### config.mk
export PLATFORM = sky130hd
export DESIGN_NAME = chunked_adder
export DESIGN_NICKNAME = d
export VERILOG_FILES = /design/src/rtl/chunked_adder.sv
export SDC_FILE = /design/constraint.sdc
export NUM_CORES = 1
export LEC_CHECK = 0
export CORE_ASPECT_RATIO = 0.9
export CORE_MARGIN = 3
export CORE_UTILIZATION = 51
export CTS_CLUSTER_DIAMETER = 150
export DETAILED_ROUTE_END_ITERATION = 6
export HOLD_SLACK_MARGIN = 0.06
export PLACE_DENSITY = 0.76
export SYNTH_ARGS = -nofsm -noshare
export SYNTH_HDL_FRONTEND = slang
export SYNTH_SLANG_ARGS = --single-unit
### constraint.sdc
create_clock -name clk -period 3.5 [get_ports clk]
set_input_delay 0.7 -clock clk [delete_from_list [all_inputs] [get_ports clk]]
set_output_delay 0.7 -clock clk [all_outputs]
set_load 0.05 [all_outputs]
### src/rtl/chunked_adder.sv
// Multi-cycle adder/subtractor: adds two WIDTH-bit operands CHUNK bits per clock,
// LSB chunk first, carrying between chunks in a register, behind valid/ready handshakes.
module chunked_adder #(
  parameter int WIDTH = 32,
  parameter int CHUNK = 4
) (
  input  logic             clk,
  input  logic             rst_n,
  input  logic             in_valid,
  output logic             in_ready,
  input  logic [WIDTH-1:0] a,
  input  logic [WIDTH-1:0] b,
  input  logic             cin,
  input  logic             sub,
  output logic             out_valid,
  input  logic             out_ready,
  output logic [WIDTH-1:0] sum,
  output logic             cout,
  output logic             ovf
);

  localparam int NCHUNK = WIDTH / CHUNK;
  localparam int IDXW   = (NCHUNK > 1) ? $clog2(NCHUNK) : 1;
  localparam logic [IDXW-1:0]  LAST_IDX   = IDXW'(NCHUNK - 1);
  localparam logic [WIDTH-1:0] CHUNK_MASK = WIDTH'({CHUNK{1'b1}});

  typedef enum logic [1:0] {
    IDLE,
    RUN,
    DONE
  } state_t;

  state_t           state;
  state_t           state_next;
  logic [WIDTH-1:0] opa;
  logic [WIDTH-1:0] opb;
  logic             carry;
  logic [IDXW-1:0]  idx;

  logic [31:0]      shamt;
  logic [CHUNK-1:0] chunk_a;
  logic [CHUNK-1:0] chunk_b;
  logic [CHUNK:0]   chunk_res;
  logic [WIDTH-1:0] sum_next;
  logic             last_chunk;
  logic             msb_carry_in;

  assign in_ready  = (state == IDLE);
  assign out_valid = (state == DONE);

  // Slice the current chunk out with shifts so the chunk position can be a plain counter.
  always_comb begin
    shamt        = 32'(idx) * 32'(CHUNK);
    chunk_a      = CHUNK'(opa >> shamt);
    chunk_b      = CHUNK'(opb >> shamt);
    chunk_res    = {1'b0, chunk_a} + {1'b0, chunk_b} + {{CHUNK{1'b0}}, carry};
    sum_next     = (sum & ~(CHUNK_MASK << shamt))
                 | (WIDTH'(chunk_res[CHUNK-1:0]) << shamt);
    last_chunk   = (idx == LAST_IDX);
    // Carry into the MSB recovered from the top bit of the last chunk's sum.
    msb_carry_in = chunk_a[CHUNK-1] ^ chunk_b[CHUNK-1] ^ chunk_res[CHUNK-1];
  end

  always_comb begin
    state_next = state;
    case (state)
      IDLE:    if (in_valid)   state_next = RUN;
      RUN:     if (last_chunk) state_next = DONE;
      DONE:    if (out_ready)  state_next = IDLE;
      default: state_next = IDLE;
    endcase
  end

  always_ff @(posedge clk or negedge rst_n) begin
    if (!rst_n) begin
      state <= IDLE;
    end else begin
      state <= state_next;
    end
  end

  // Subtraction is a + ~b + ~cin, so the inversion happens once at accept time.
  always_ff @(posedge clk or negedge rst_n) begin
    if (!rst_n) begin
      opa   <= '0;
      opb   <= '0;
      carry <= 1'b0;
      idx   <= '0;
      sum   <= '0;
      cout  <= 1'b0;
      ovf   <= 1'b0;
    end else begin
      case (state)
        IDLE: begin
          if (in_valid) begin
            opa   <= a;
            opb   <= sub ? ~b : b;
            carry <= sub ? ~cin : cin;
            idx   <= '0;
          end
        end
        RUN: begin
          sum   <= sum_next;
          carry <= chunk_res[CHUNK];
          idx   <= last_chunk ? '0 : idx + 1'b1;
          if (last_chunk) begin
            cout <= chunk_res[CHUNK];
            ovf  <= msb_carry_in ^ chunk_res[CHUNK];
          end
        end
        default: ;
      endcase
    end
  end

endmodule
### After elaboration in Yosys (flattened, before gate mapping)

Cells that the tools add are included.

* flip-flop bits (word level): 104
* input bits: 70
* output and inout port bits: 36
* logic and storage cells: 46

* $add $sub $neg: 3
* eq/ne operators: 6
* shifts and indexed selects: 4
* multiplexer cells: 11
* bitwise operators: 8
* reduce and logical (&&, ||, !) cells: 6

Operators by type and width (number)
* 32-bit inverter: 2
* 32-bit by 5-bit right shift with 4-bit output: 2
* 32-bit bitwise AND: 1
* 32-bit 2-to-1 mux: 1
* 32-bit OR: 1
* 4-bit by 5-bit left shift with 32-bit output: 1
* 4-bit by 5-bit left shift with 32-bit output, first input constant: 1
* 2-bit 2-to-1 mux: 3
* 3-bit 2-to-1 mux: 2
* 2-bit one-hot mux with 3 select lines: 1
* 3-bit one-hot mux with 2 select lines: 1
* 2-bit AND reduction: 3
* 4-bit by 4-bit adder with 5-bit output: 1
* 5-bit by 1-bit adder with 5-bit output: 1
* 2-bit inequality test, second input constant: 2
* 3-bit by 1-bit adder with 3-bit output, second input constant: 1
* 3-bit == test, second input constant: 1
* 3-bit AND reduction: 1
* 1-bit bitwise XOR: 3
* 2-bit by 1-bit == test with 1-bit output, second input constant: 1
* 2-bit == test, second input constant: 1
* 2-bit logical NOT: 1
* 1-bit 2-to-1 mux: 2
* 2-bit by 1-bit inequality test with 1-bit output, second input constant: 1
* other kinds (3): 3

### Logic depth before layout (Yosys ltp)

* depth after elaboration: 5
* mapped depth: 11
* gate-level depth less buffers: 9

### Worst setup path after synthesis

OpenSTA, ideal clock, no wires.

* kind: reg2reg
* from: reg idx[0]
* to: reg ovf
* setup time: 132 ps
* arrival time: 2682 ps
* required time: 3368 ps
* slack: 686 ps
* stages on the path, launching flop included: 12
* buffers on the path: 2
* period minus slack after synthesis: 2814 ps
* cells stage by stage: dfrtp_1 -> buf_6 -> buf_12 -> mux4_2 -> nand2_1 -> nand2_1 -> fa_1 -> fa_1 -> a21o_1 -> a21oi_1 -> xnor2_1 -> o21ai_0

* longest elaborated chain between the ends: 5

RTL lines
* from (decl): RTL line 38 `logic [IDXW-1:0] idx;`
* from (signal assigned): RTL line 105 `idx <= last_chunk ? '0 : idx + 1'b1;`
* 32-bit by 5-bit right shift with 4-bit output (on tied branches): RTL line 54, 55
* 4-bit by 4-bit adder with 5-bit output: RTL line 56 `chunk_res = {1'b0, chunk_a} + {1'b0, chunk_b} + {{CHUNK{1'b0}}, carry};`
* 5-bit by 1-bit adder with 5-bit output: RTL line 56
* 1-bit bitwise XOR: RTL line 61 `msb_carry_in = chunk_a[CHUNK-1] ^ chunk_b[CHUNK-1] ^ chunk_res[CHUNK-1];`
* 1-bit bitwise XOR: RTL line 108 `ovf <= msb_carry_in ^ chunk_res[CHUNK];`
* to (signal assigned): RTL line 108
* to (decl): RTL line 19 `output logic ovf`

Several ways; a longest one is shown, not always the timed one.
A chain may end at the register's enable or synchronous reset.

### Worst setup path after layout

* from: reg idx[1]
* to: reg sum[18]

* longest elaborated chain between the ends: 5

RTL lines
* 32-bit by 5-bit right shift with 4-bit output (on tied branches): RTL line 54, 55
* 4-bit by 4-bit adder with 5-bit output: RTL line 56
* 5-bit by 1-bit adder with 5-bit output: RTL line 56
* 4-bit by 5-bit left shift with 32-bit output: RTL line 58 `| (WIDTH'(chunk_res[CHUNK-1:0]) << shamt);`
* 32-bit OR *: RTL line 58
* to (signal assigned): RTL line 103 `sum <= sum_next;`
* to (decl): RTL line 17 `output logic [WIDTH-1:0] sum,`

Mark *: on every way between the ends. The rest lies on a longest branch, timed or not.

==> metrics <==
ys flop type dfrtp_1; clk sink count 104; crit end category register; Synth Warn # 0; Post-synth EDFFs 0; first-pass GRT wire length 17.80 mm; commonest non-fill, non-tap cell in the layout nand2_1; Crit path required time 3.80 ns; Post-CTS Setup Bufs 0; simple-gate share of the synthesized area 15.01%; CTS tree done; WP data arrival 3.40 ns; setup TNS 0 ns; Reg clk slew, reported paths 0.10 ns; chip height 98.61 um; Yosys reg bits 104; H-tree Lvls 3; IO Count 106; Worst Path Max Fanout 15; Mean Syn Cell Area 10.50 um^2; core footprint 9208 um^2; number of diodes 0; Period minus WS final 3.106 ns; mux cell area share after synthesis 7.492%; layout cells sized above 1 8.319%; Hold Path Class primary input to async pin; Net Count, Synth 544; Synth Area in Compound Gates 10.66%; Netlist cell types 28; MaxCap Viol Count 0; CP cell instances mux4_2 -> nand2_1 -> nand2_1 -> fa_1 -> fa_1 -> xor2_1 -> a22o_1; Tcrit/Tclk final 88.73%; CTS buffer count 9; setup violators final 0; critical path's largest stage delay 0.78 ns; DR WL/cell 15.23 um; dpl hpwl 7.849 mm; # port buffers 105; Mapped Area 4860 um^2; Fill cells 720; XOR/XNOR Fraction of Synth Area 6.488%; largest net degree at the start of global routing 70; Slew Viols, Final 0; router iterations before antenna repair 4; Place WS 0.3938 ns; commonest cells after routing, fill and taps aside nand2_1, dfrtp_1, clkdlybuf4s50_1; Worst Max-Slew Pin Slew 0.8535 ns; Synth Area in Adders 3.141%; RSZ-0062 raised after global routing no; initial DRC count 147; skew final 0.01148 ns; vias 3592; GRT Residual Overflow 0; Setup CP Type register to register; cells after synthesis 463; critical path's slowest cell dfrtp_1; die area 10740 um^2; Setup WS post-layout 0.3944 ns; placed cells 671; DRT antenna net count 0; final wirelength 10.46 mm; final net count 641; Area growth syn-to-layout 28.24%; Clk Latency, worst-skew pair 0.36 ns; CTS Root Cell clkbuf_8; outcome complete, no violations; Die W 108.9 um; RePlAce Congestion 0.8130; Post-synth ARST share 100.0%; VDD IR max 0.5534 mV; initial antenna violation count 0; CP Launch Type register; via density per instance 5.229; clock buffer depth 2; Global Route Usage Sum 21.02%; DR DRC count 0; vias in the first global route 3672; Fmax achieved 322.0 MHz; Core Rows 33; Final Hold Viols 0; sequential share of the synthesized area 53.55%; hold slack 0.2625 ns; total leakage power 0.002886 uW; Initial Utilization 52.78%; post-cts resize count 0; non-filler instance count after layout 687; CTS Hold Bufs 0; pwr dens 1053 nW/um^2; relative slew slack 43.10%; largest family of logic cells by synthesized area simple AND/OR/NAND/NOR gates
## area by class of cell
| type | count | area [um^2] | share of cell area, % |
|---|---|---|---|
| flip-flops and latches | 104 | 2603 | 41.76 |
| well taps | 122 | 152.6 | 2.449 |
| clock buffers | 9 | 123.9 | 1.988 |
| repair buffers | 115 | 1131 | 18.15 |
| inverters | 4 | 15.01 | 0.2409 |
| multi-input cells | 326 | 2082 | 33.41 |
| clock inverters | 7 | 125.1 | 2.008 |
## metal layers
metal | share of wire [%] | GRT usage (%) | wire length [um] | vias up
li1 | - | - | - | 1738
met1 | 47 | 31.13 | 4923 | 1747
met2 | 47 | 32.06 | 4896 | 99
met3 | 5.4 | 4.584 | 560 | 8
met4 | 0.76 | 4.854 | 80 | 0
met5 | 0 | 0 | 0 | -
## cell families after synthesis
group,after synthesis
AO/OA/AOI/OAI,76
multiplexers,16
buffers and inverters,33
XOR/XNOR,36
AND/OR/NAND/NOR,187
adder cells (fa/ha/maj),11
flip-flops,104
## worst max-delay path: cells and delay by family, from the launching register on
| kind | cells | cell delay, ns |
|---|---|---|
| AOI/OAI and AO/OA | 1 | 0.26 |
| xor gates and xnor gates | 1 | 0.58 |
| adders and majority gates | 2 | 0.85 |
| DFF | 1 | 0.78 |
| muxes | 1 | 0.41 |
| and+or+nand+nor | 2 | 0.17 |
## flip-flops by register name (all words and copies together), names as in the netlist
signal	count
cout	1
carry	1
sum	32
opb	32
state	2
opa	32
idx	3
ovf	1
## worst paths after layout
kind	start	end	slack [ns]	cells past startpoint
min in group clk	opb[27]	opb[27]	0.48	2
min	rst_n	opa[12]	0.26	1
min reg2reg	opb[27]	opb[27]	0.48	2
max	idx[1]	sum[18]	0.39	7
max in group asynchronous	rst_n	carry	2.42	2
max reg2reg	idx[1]	sum[18]	0.39	7
## synthesized netlist by cell type, types with 2 or more instances
| library cell | count | area [um^2] |
|---|---|---|
| a21o_1 | 2 | 15.01 |
| a22o_1 | 32 | 280.3 |
| buf_1 | 2 | 7.510 |
| buf_2 | 18 | 90.09 |
| buf_6 | 2 | 22.52 |
| clkbuf_1 | 6 | 22.52 |
| dfrtp_1 | 104 | 2603 |
| fa_1 | 2 | 40.04 |
| ha_1 | 9 | 112.6 |
| inv_1 | 4 | 15.01 |
| mux4_2 | 15 | 337.8 |
| nand2_1 | 169 | 634.4 |
| nand2b_1 | 2 | 12.51 |
| nand3_1 | 3 | 15.01 |
| nor2_1 | 9 | 33.78 |
| nor3_2 | 2 | 20.02 |
| o21ai_0 | 35 | 175.2 |
| o21ai_1 | 2 | 10.01 |
| o31ai_1 | 2 | 15.01 |
| xnor2_1 | 35 | 306.5 |
## per-stage QoR
step	power, uW	utilization (%)	instance area, um^2
global route	7059	67.69	6232
global placement	5582	64.98	5983
CTS	6611	67.69	6232
floorplan	4570	-	4860
detailed placement	5704	64.98	5983
finish	6562	67.69	6232
## power by group
group	internal, uW	leakage [uW]	total (uW)	switching (uW)
sequential	1760	0.00130	2100	342
clock	484	0.000125	899	416
combinational	1430	0.00146	3560	2130
Power figures use the tool's default switching activity.
